## src/rtl/bascomp_io_pkg.sv

```systemverilog
// Shared constants and helpers for the basic-computer I/O blocks.
package bascomp_io_pkg;

    localparam int WIDTH_DEF = 8;
    localparam int DEPTH_DEF = 4;

    function automatic int addr_w(input int depth);
        return $clog2(depth);
    endfunction

endpackage

```

## src/rtl/input_buffer_if.sv

```systemverilog
// Keyboard/CPU side of the input buffer: character in, head entry and status flags out.
interface input_buffer_if
    import bascomp_io_pkg::*;
#(
    parameter int WIDTH = WIDTH_DEF,
    parameter int DEPTH = DEPTH_DEF
);
    localparam int CW = addr_w(DEPTH) + 1;

    logic [WIDTH-1:0] keyboard_input;
    logic             input_arrived_flag;
    logic             inp_read;
    logic             ovf_clear;
    logic [WIDTH-1:0] input_data;
    logic             fgi;
    logic [CW-1:0]    count;
    logic             overflow;

    modport master (
        output keyboard_input, input_arrived_flag, inp_read, ovf_clear,
        input  input_data, fgi, count, overflow
    );

    modport slave (
        input  keyboard_input, input_arrived_flag, inp_read, ovf_clear,
        output input_data, fgi, count, overflow
    );

endinterface

```

## src/rtl/input_buffer_strobe_edge_detect.sv

```systemverilog
// Rising-edge detector for the keyboard strobe; INPUT_BUFFER_SYNC_EN adds a 2-flop
// synchroniser in front so the strobe may be asynchronous to clk.
module strobe_edge_detect (
    input  logic clk,
    input  logic reset,
    input  logic flag_i,
    output logic push_evt_o
);

    logic flag_s;
    logic flag_q;
    logic armed_q;

`ifdef INPUT_BUFFER_SYNC_EN
    logic [1:0] sync_q;

    always_ff @(posedge clk or posedge reset) begin
        if (reset) sync_q <= 2'b00;
        else       sync_q <= {sync_q[0], flag_i};
    end

    assign flag_s = sync_q[1];
`else
    assign flag_s = flag_i;
`endif

    // armed_q blocks the first edge after reset so a strobe already high then is not a push.
    always_ff @(posedge clk or posedge reset) begin
        if (reset) begin
            flag_q  <= 1'b0;
            armed_q <= 1'b0;
        end else begin
            flag_q  <= flag_s;
            armed_q <= 1'b1;
        end
    end

    assign push_evt_o = flag_s & ~flag_q & armed_q;

endmodule

```

## src/rtl/input_buffer.sv

```systemverilog
// DEPTH-entry keyboard character FIFO with FGI-style available flag and sticky overflow.
// Build option: INPUT_BUFFER_SYNC_EN (synchronise the keyboard strobe, see strobe_edge_detect).
module input_buffer
    import bascomp_io_pkg::*;
#(
    parameter int WIDTH = WIDTH_DEF,
    parameter int DEPTH = DEPTH_DEF
) (
    input  logic           clk,
    input  logic           reset,
    input_buffer_if.slave  bus
);

    localparam int AW = addr_w(DEPTH);
    localparam int CW = AW + 1;

    logic [WIDTH-1:0] mem_q [DEPTH];
    logic [AW-1:0]    wr_ptr_q, wr_ptr_d;
    logic [AW-1:0]    rd_ptr_q, rd_ptr_d;
    logic [CW-1:0]    count_q,  count_d;
    logic             ovf_q,    ovf_d;

    logic push_evt;
    logic empty, full;
    logic push_ok, pop_ok, drop;

    strobe_edge_detect u_edge (
        .clk        (clk),
        .reset      (reset),
        .flag_i     (bus.input_arrived_flag),
        .push_evt_o (push_evt)
    );

    assign empty   = (count_q == '0);
    assign full    = (count_q == CW'(DEPTH));
    assign pop_ok  = bus.inp_read & ~empty;
    // A pop in the same cycle frees the slot, so a push at full is still accepted.
    assign push_ok = push_evt & (~full | pop_ok);
    assign drop    = push_evt & full & ~pop_ok;

    always_comb begin
        wr_ptr_d = push_ok ? wr_ptr_q + 1'b1 : wr_ptr_q;
        rd_ptr_d = pop_ok  ? rd_ptr_q + 1'b1 : rd_ptr_q;
        count_d  = count_q;
        if (push_ok && !pop_ok)      count_d = count_q + 1'b1;
        else if (pop_ok && !push_ok) count_d = count_q - 1'b1;
        ovf_d = ovf_q;
        if (drop)               ovf_d = 1'b1;
        else if (bus.ovf_clear) ovf_d = 1'b0;
    end

    always_ff @(posedge clk or posedge reset) begin
        if (reset) begin
            wr_ptr_q <= '0;
            rd_ptr_q <= '0;
            count_q  <= '0;
            ovf_q    <= 1'b0;
        end else begin
            wr_ptr_q <= wr_ptr_d;
            rd_ptr_q <= rd_ptr_d;
            count_q  <= count_d;
            ovf_q    <= ovf_d;
        end
    end

    // Storage needs no reset: contents are only visible while count is non-zero.
    always_ff @(posedge clk) begin
        if (push_ok) mem_q[wr_ptr_q] <= bus.keyboard_input;
    end

    assign bus.input_data = empty ? '0 : mem_q[rd_ptr_q];
    assign bus.fgi        = ~empty;
    assign bus.count      = count_q;
    assign bus.overflow   = ovf_q;

endmodule

```

## src/flat_wrapper.sv

```systemverilog
// flat-port wrapper written by rule: the top's interface ports become plain ports
module input_buffer_flat import bascomp_io_pkg::*;
#(
    parameter int WIDTH = WIDTH_DEF,
    parameter int DEPTH = DEPTH_DEF
)
  (clk, reset, bus_keyboard_input, bus_input_arrived_flag, bus_inp_read, bus_ovf_clear, bus_input_data, bus_fgi, bus_count, bus_overflow);
  input_buffer_if #(.WIDTH(WIDTH), .DEPTH(DEPTH)) bus_i ();
  input  logic clk;
  input  logic reset;
  input wire logic [$bits(bus_i.keyboard_input)-1:0] bus_keyboard_input;
  input wire logic [$bits(bus_i.input_arrived_flag)-1:0] bus_input_arrived_flag;
  input wire logic [$bits(bus_i.inp_read)-1:0] bus_inp_read;
  input wire logic [$bits(bus_i.ovf_clear)-1:0] bus_ovf_clear;
  output wire logic [$bits(bus_i.input_data)-1:0] bus_input_data;
  output wire logic [$bits(bus_i.fgi)-1:0] bus_fgi;
  output wire logic [$bits(bus_i.count)-1:0] bus_count;
  output wire logic [$bits(bus_i.overflow)-1:0] bus_overflow;
  assign bus_i.keyboard_input = bus_keyboard_input;
  assign bus_i.input_arrived_flag = bus_input_arrived_flag;
  assign bus_i.inp_read = bus_inp_read;
  assign bus_i.ovf_clear = bus_ovf_clear;
  assign bus_input_data = bus_i.input_data;
  assign bus_fgi = bus_i.fgi;
  assign bus_count = bus_i.count;
  assign bus_overflow = bus_i.overflow;
  input_buffer #(.WIDTH(WIDTH), .DEPTH(DEPTH)) u_core (.clk(clk), .reset(reset), .bus(bus_i));
endmodule
```

## config.mk

```make
export PLATFORM = sky130hd
export DESIGN_NAME = input_buffer_flat
export DESIGN_NICKNAME = d
export VERILOG_FILES = /design/src/rtl/bascomp_io_pkg.sv /design/src/rtl/input_buffer_if.sv /design/src/rtl/input_buffer_strobe_edge_detect.sv /design/src/rtl/input_buffer.sv /design/src/flat_wrapper.sv
export SDC_FILE = /design/constraint.sdc
export NUM_CORES = 1
export LEC_CHECK = 0
export ABC_CLOCK_PERIOD_IN_PS = 3600
export CAP_MARGIN = 20
export CORE_UTILIZATION = 53
export DETAILED_ROUTE_END_ITERATION = 16
export HOLD_SLACK_MARGIN = 0.06
export PLACE_DENSITY = 0.79
export SYNTH_ARGS = -nofsm -noshare
export SYNTH_HDL_FRONTEND = slang
export SYNTH_HIERARCHICAL = 1
export SYNTH_SLANG_ARGS = --single-unit
```

## constraint.sdc

```tcl
create_clock -name clk -period 3.6 [get_ports clk]
set_input_delay 1.08 -clock clk [delete_from_list [all_inputs] [get_ports clk]]
set_output_delay 1.08 -clock clk [all_outputs]
set_load 0.02 [all_outputs]
```

== Word level (Yosys, flattened, before mapping) ==
Memories as Yosys holds them, arrays and structs flattened.
Cells that the tools add are included.
Word-level totals
  bits in registers: 10
  latch bits: 0
  RAM bits: 32
  memory bits (read-only): 0
  output and inout port bits: 13
  logic and storage cells: 37
  memories: 1
Operators by class
  add/sub/neg operators: 4
  multipliers: 0
  div/mod/pow operators: 0
  $lt $le $gt $ge: 0
  equality and inequality tests: 1
  shift operators: 0
  muxes and demuxes: 7
  bitwise operators: 11
  reduce and logical (&&, ||, !) cells: 7
Memory list
  u_core.mem_q: words 4, width 8, rd ports 1, clocked after memory_dff 0, wr ports 1, line input_buffer.sv:17  | logic [WIDTH-1:0] mem_q [DEPTH];
Operators with widths (number)
  $mux W8: 1
  $and A1 B1 Y1: 6
  $mux W3: 2
  $add A2 B1 Y2 const B: 2
  $mux W1: 4
  $not A1 Y1: 4
  $reduce_bool A2 Y1: 2
  $add A3 B1 Y3 const B: 1
  $eq A3 B3 Y1 const B: 1
  $logic_not A3 Y1: 1
  $sub A3 B1 Y3 const B: 1
  $logic_and A1 B1 Y1: 2
  $logic_not A1 Y1: 2
  $or A1 B1 Y1: 1

== Logic depth before layout (Yosys ltp) ==
Gate-level depths: netlist of the first run.
  word-level depth: 9
  mapped depth: 9
  depth with buffers taken out: 8

== Modules after synthesis ==
Netlist of the first run, hierarchy kept.
Modules (own cells, without submodules)
  input_buffer: times used 1, cells an instance 91, area an instance 1681.6 um^2, seq. area each 1161.1 um^2
  strobe_edge_detect: times used 1, cells an instance 5, area an instance 66.3 um^2, seq. area each 50.0 um^2

== Worst setup path after synthesis of the first run ==
OpenSTA, ideal clock, no wires.
  kind: input to register
  start: input bus_inp_read
  end: register u_core.count_q[1] (netlist: u_core/bus.count[1])
  setup time: 0.125 ns
  arrival: 2.450 ns
  required time: 3.475 ns
  setup slack: 1.025 ns
  cell stages on the path: 7
  path buffers: 1
  cell sequence: nor4b_4 > nor2b_1 > buf_6 > ha_1 > inv_1 > fa_1 > mux2_2
On the way
  elaborated cells between the ends (all ways): 9
  those cells by class: mux (1); bitwise (3); reduce/logical (5)
RTL lines
  start, declared: line flat_wrapper.sv:13  | input wire logic [$bits(bus_i.inp_read)-1:0] bus_inp_read;
  $and A1 B1 Y1: line input_buffer.sv:36  | assign pop_ok = bus.inp_read & ~empty;
  $or A1 B1 Y1: line input_buffer.sv:38  | assign push_ok = push_evt & (~full | pop_ok);
  $and A1 B1 Y1: line input_buffer.sv:38
  via u_core.push_ok: line input_buffer.sv:25  | logic push_ok, pop_ok, drop;
  $logic_and A1 B1 Y1: line input_buffer.sv:45  | if (push_ok && !pop_ok) count_d = count_q + 1'b1;
  $mux W3: line input_buffer.sv:45
  via u_core.count_d[1]: line input_buffer.sv:20  | logic [CW-1:0] count_q, count_d;
  end signal, assigned: line input_buffer.sv:61  | count_q <= count_d;
  end, declared: line input_buffer.sv:20
The timed path passes the listed nets, and every way through them passes these cells.
A chain may end at the register's enable or synchronous reset.

== Worst setup path after layout of the first run ==
  start: register u_core.count_q[0] (netlist: u_core/bus.count[0])
  end: output bus_input_data[0]
On the way
  cells in the longest elaborated chain, start to end: 2
RTL lines
  $logic_not A3 Y1: line input_buffer.sv:34  | assign empty = (count_q == '0);
  $mux W8: line input_buffer.sv:71  | assign bus.input_data = empty ? '0 : mem_q[rd_ptr_q];
  end, declared: line flat_wrapper.sv:15  | output wire logic [$bits(bus_i.input_data)-1:0] bus_input_data;
Every way passes these cells.

==> results of run 1 <==
## through the flow
stage	hold WS, ns	utilization, %	cell area, um2
finish	0.5445	67.90	2107
global route	0.5874	67.90	2107
CTS	0.5497	67.90	2107
detailed placement	0.5324	66.01	2048
global placement	0.5063	66.01	2048
floorplan	0.5348	-	1748
## where the power goes
group	switching, mW	total (mW)	leakage (nW)	internal (mW)
registers	0.0747	0.661	0.408	0.586
logic	0.282	0.631	0.324	0.349
clock network	0.131	0.227	0.0326	0.0965
total	0.487	1.52	0.764	1.03
## critical path, cell delays in order (launching register included)
cell and delay [ns]:
dfrtp_1 0.49, or3_1 0.56, and2_1 0.22, clkdlybuf4s50_1 0.53
## worst min-delay path by stage
stage                                to                start
finish              u_core/bus.overflow  u_core/bus.overflow
global route        u_core/bus.count[2]  u_core/bus.count[2]
CTS                 u_core/bus.overflow  u_core/bus.overflow
detailed placement  u_core/bus.overflow  u_core/bus.overflow
global placement    u_core/bus.count[2]  u_core/bus.count[2]
floorplan            u_core/wr_ptr_q[1]   u_core/wr_ptr_q[1]
## sequential cells by signal (all words and copies together), names as in the netlist
register / count
u_core/u_edge/flag_q: 1
u_core/u_edge/armed_q: 1
u_core/bus.overflow: 1
u_core/mem_q: 32
u_core/bus.count: 3
u_core/rd_ptr_q: 2
u_core/wr_ptr_q: 2
## cells in the final DEF, fill, tap and decap left out
cell	n
clkbuf_4	5
clkbuf_8	1
o21ai_0	1
fa_1	1
nor2_1	1
nor2b_1	1
xor2_1	2
or3_1	1
clkbuf_1	2
and3b_1	1
mux2_2	1
nand2_1	2
mux4_2	8
conb_1	1
xnor2_1	4
mux2_4	1
inv_1	6
clkdlybuf4s50_1	25
nor4b_4	1
and2_1	12
nand3_1	1
buf_4	3
edfxtp_1	32
ha_1	5
dfrtp_1	10
## final cells by class
class	count	area (um2)	share of cell area, %
Timing Repair Buffer	28	272.8	12.95
Clock buffer	8	58.81	2.791
Tap cell	44	55.05	2.613
Multi-Input combinational cell	44	486.7	23.10
Sequential cell	42	1211	57.48
Inverter	6	22.52	1.069
## metal layers
layer  global-route usage, %  up-vias  wire [um]
li1                        -      409          -
met1                   23.00      445       1151
met2                   30.02       17       1479
met3                   4.585        5         83
met4                   9.864        0         40
met5                       0        -          0
## kinds of logic after synthesis
family,Yosys count
multiplexers,10
AO/OA/AOI/OAI,1
buffers and inverters,10
flip-flops,42
adder cells (fa/ha/maj),6
AND/OR/NAND/NOR,20
other,1
XOR/XNOR,6
==> impl_metrics.ini, run 1 <==
[setup_path]
crit_start = u_core/bus.count[0]
cp.required_ns = 2.52
cp-start-kind = flop
endpoint_kind = output pin
crit_end = bus_input_data[0]
rr_worst_depth = 8
timing.rr.start = u_core/bus.count[0]
crit_path_max_fanout = 11
rrSetupSlack_ns = 1.20
crit_arrival_ns = 2.13
timing.rr.end = u_core/bus.count[2]
crit_type = flop to output pin

[outcome]
status = finished, final reports clean

[synth]
synthAdderAreaFrac_pct = 4.724
synth_top_area_share_pct = 54.97
ys_ff_latch = 42
syn_nets = 115
yosys.cell_count.top_type = edfxtp_1
synth_common_cells = edfxtp_1 (32), and2_1 (12), dfrtp_1 (10)
yosys.area_share.simple_pct = 7.802
synthXorXnorAreaFrac_pct = 3.006
synth_mux_area_share_pct = 11.81
async_flop_share_pct = 23.81
synth_edf_count = 32
ys.flop_type = edfxtp_1
yosysTopAreaCell = edfxtp_1
syn_area_mm2 = 0.001748
postSynthCellCount = 96
synth_top_family_by_area = multiplexers
synth_cell_types = 24
synth-compound-area-share_pct = 0.2863
synth_area_per_cell_um2 = 18.21
yosysWarnings = 6
synth_seq_area_share_pct = 69.29
synthTopCellsByArea = edfxtp_1 (55%), dfrtp_1 (14%), mux4_2 (10%)

[floorplanning]
initial_core_util_pct = 56.33
io_pins = 26
core-area_mm2 = 0.003103
die_h_um = 59.43
fp.dieW_um = 59.43
core.rowCount = 20
fp.dieArea_mm2 = 0.003531

[sta]
clock.fmax_mhz = 311.9
rsz0062_at_grt = no
finalSetupViolations = 0
setup_slack_ns = 0.3935
min_period_over_period_pct = 89.07
skew_ns = 0.009776
period_minus_slack_ns = 3.207
fin_tns_setup_ns = 0
final-max-slew-violation-count = 0
finalHoldViolations = 0

[finish]
drive_gt1_share_pct = 15.63
antenna_cells = 0
nets = 146
areaGrowthSynthToFinish_pct = 20.54
num-fill-cells = 232
fin_cells = 172

[route]
dr.pass1.iters = 4
first_iter_violations = 23
wl_per_cell_um = 16.02
drtAntennaViolNets = 0
via_per_inst = 5.093
via_count = 876
drcViolationCount = 0
wl_mm = 2.755

[global_route]
track_usage_pct = 18.53
grt_pass1_wl_mm = 4.312
grt_pass1_vias = 874
grt_max_degree = 13
grt_overflow_total = 0
antenna_found_initial = 0

[clocking]
cts_max_level = 2
clockBufferDepth = 2
ctsResizeCount = 0
holdBufCountCts = 0
worstSkewPairLatency_ns = 0.33
post_cts_buffers = 0
cts-root-buf = clkbuf_4
cts_buffers = 5
clk_pin_slew_ns = 0.10
cts.sinks = 42
cts_tree = yes

[placement]
place_ws_ns = 0.4593
dp_hpwl_mm = 2.012
portBuffers = 25
post-place-cells = 164
gp_congestion = 0.6874

[min_path]
hold_path.class = flop to flop
hold_depth = 2

[run]
drv_cap = 0

[power_and_ir_drop]
p_total_mw = 1.519
p_per_area_mw_per_mm2 = 720.9
peakVddDrop_mv = 0.3451
leakage_nw = 0.7641
No activity file was read; power rests on OpenSTA's default activity.
==> inputs of run 2 (changes only) <==
--- a/config.mk
+++ b/config.mk
@@ -6,7 +6,7 @@
 export NUM_CORES = 1
 export LEC_CHECK = 0
 export ABC_CLOCK_PERIOD_IN_PS = 3600
-export CAP_MARGIN = 20
+export CAP_MARGIN = 15
 export CORE_UTILIZATION = 53
 export DETAILED_ROUTE_END_ITERATION = 16
 export HOLD_SLACK_MARGIN = 0.06
==> results of run 2 <==
The final DEF is identical to that of run 1; final timing and power are the same.
==> inputs of run 3 (changes only) <==
--- a/config.mk
+++ b/config.mk
@@ -7,10 +7,11 @@
 export LEC_CHECK = 0
 export ABC_CLOCK_PERIOD_IN_PS = 3600
 export CAP_MARGIN = 15
+export CORE_MARGIN = 2
 export CORE_UTILIZATION = 53
 export DETAILED_ROUTE_END_ITERATION = 16
 export HOLD_SLACK_MARGIN = 0.06
-export PLACE_DENSITY = 0.79
+export PLACE_DENSITY = 0.88
 export SYNTH_ARGS = -nofsm -noshare
 export SYNTH_HDL_FRONTEND = slang
 export SYNTH_HIERARCHICAL = 1
==> run 3 against run 2 <==
Effect of this change: clock skew about the same; setup slack worse by 0.17 ns; register-to-register slack better by 0.12 ns; wire length up 6.2%; critical path depth up 1; critical endpoint unchanged.
==> impl_metrics.ini, run 3 (synthesis results as in run 1) <==
[route]
drcViolationCount = 0
wl_mm = 2.925
wl_per_cell_um = 17.11
first_iter_violations = 27
dr.pass1.iters = 4
drtAntennaViolNets = 0
via_count = 879
via_per_inst = 5.140

[finish]
fin_cells = 171
antenna_cells = 0
multiInputGateArea_um2 = 486.7
seq_area_mm2 = 0.001211
drive_gt1_share_pct = 14.96
final_common_cell = edfxtp_1
nets = 145
areaGrowthSynthToFinish_pct = 21.05
layout_common_cells = edfxtp_1 (32), clkdlybuf4s50_1 (25), and2_1 (12)
largest_reg_flops = 32
num-fill-cells = 242
regMostFlops = u_core/mem_q

[sta]
hold_ws_ns = 0.5255
setup_slack_ns = 0.2231
min_period_over_period_pct = 93.80
period_minus_slack_ns = 3.377
rsz0062_at_grt = no
skew_ns = 0.01021
finalHoldViolations = 0
final-max-slew-violation-count = 0
clock.fmax_mhz = 296.1
finalSetupViolations = 0
fin_tns_setup_ns = 0

[run]
drv_cap = 0

[clocking]
cts.sinks = 42
cts_max_level = 2
clockBufferDepth = 2
worstSkewPairLatency_ns = 0.33
holdBufCountCts = 0
ctsResizeCount = 0
cts_buffers = 5
clk_pin_slew_ns = 0.11
post_cts_buffers = 0
cts-root-buf = clkbuf_4
cts_tree = yes

[outcome]
status = finished, final reports clean

[setup_path]
crit_path_max_fanout = 6
crit_arrival_ns = 2.30
endpoint_kind = output pin
cp-start-kind = flop
crit_type = flop to output pin
cp.required_ns = 2.52

[floorplanning]
fp.dieArea_mm2 = 0.003773
initial_core_util_pct = 56.33
die_h_um = 61.43
core.rowCount = 20
io_pins = 26
fp.dieW_um = 61.43
core-area_mm2 = 0.003103

[global_route]
antenna_found_initial = 0
grt_pass1_vias = 919
track_usage_pct = 18.37
grt_overflow_total = 0
grt_pass1_wl_mm = 4.595
grt_max_degree = 13

[placement]
gp_congestion = 0.7480
portBuffers = 25
place_ws_ns = 0.5096
post-place-cells = 163
dp_hpwl_mm = 2.114

[power_and_ir_drop]
p_total_mw = 1.557
leakage_nw = 0.7662
p_per_area_mw_per_mm2 = 735.8
peakVddDrop_mv = 0.3056

[min_path]
hold_path.class = flop to flop
## run 3: changes by cell type in the layout (fill, tap and decap cells not counted)
| cell | before | now |
|---|---|---|
| bufinv_16 | 0 | 1 |
| buf_4 | 3 | 2 |
| clkbuf_8 | 1 | 0 |
## run 3: worst max-delay path, stage by stage (launching register included)
cell             delay, ns
dfrtp_1               0.52
buf_4                 0.23
mux4_2                0.51
and2_1                0.17
clkdlybuf4s50_1       0.53
## run 3: stage by stage
step           utilization, %  cell area, um2
6_report                68.19            2116
5_1_grt                 68.19            2116
4_1_cts                 68.19            2116
3_5_place_dp            65.77            2041
3_3_place_gp            65.77            2041
2_1_floorplan               -            1748
## run 3: metal layers
metal,GRT usage [%],up-vias,wire [um]
met4,7.599,0,39
met1,21.23,442,1141
met5,0,-,0
li1,-,410,-
met3,5.252,6,80
met2,32.22,21,1664
## run 3: worst paths after layout
path | from | endpoint | slack, ns | cells after the start
max | u_core/rd_ptr_q[0] | bus_input_data[0] | 0.22 | 4
min | u_core/bus.count[2] | u_core/bus.count[2] | 0.53 | 1
max reg2reg | u_core/bus.count[0] | u_core/bus.count[2] | 1.32 | 8
min reg2reg | u_core/bus.count[2] | u_core/bus.count[2] | 0.53 | 1
max in group asynchronous | reset | u_core/bus.count[0] | 2.30 | 2
min in group asynchronous | reset | u_core/u_edge/flag_q | 0.96 | 2
## run 3: layout make-up
| type | count | area share (%) |
|---|---|---|
| Sequential cell | 42 | 57.24 |
| Tap cell | 44 | 2.602 |
| Clock inverter | 1 | 1.419 |
| Clock buffer | 7 | 2.129 |
| Timing Repair Buffer | 27 | 12.54 |
| Inverter | 6 | 1.064 |
| Multi-Input combinational cell | 44 | 23.00 |
## run 3: power by group
part	switching (mW)	total, mW	leakage (nW)	internal [mW]
clock	0.133	0.281	0.0395	0.147
sequential	0.0871	0.674	0.408	0.586
combinational	0.263	0.602	0.319	0.339
total	0.484	1.56	0.766	1.07
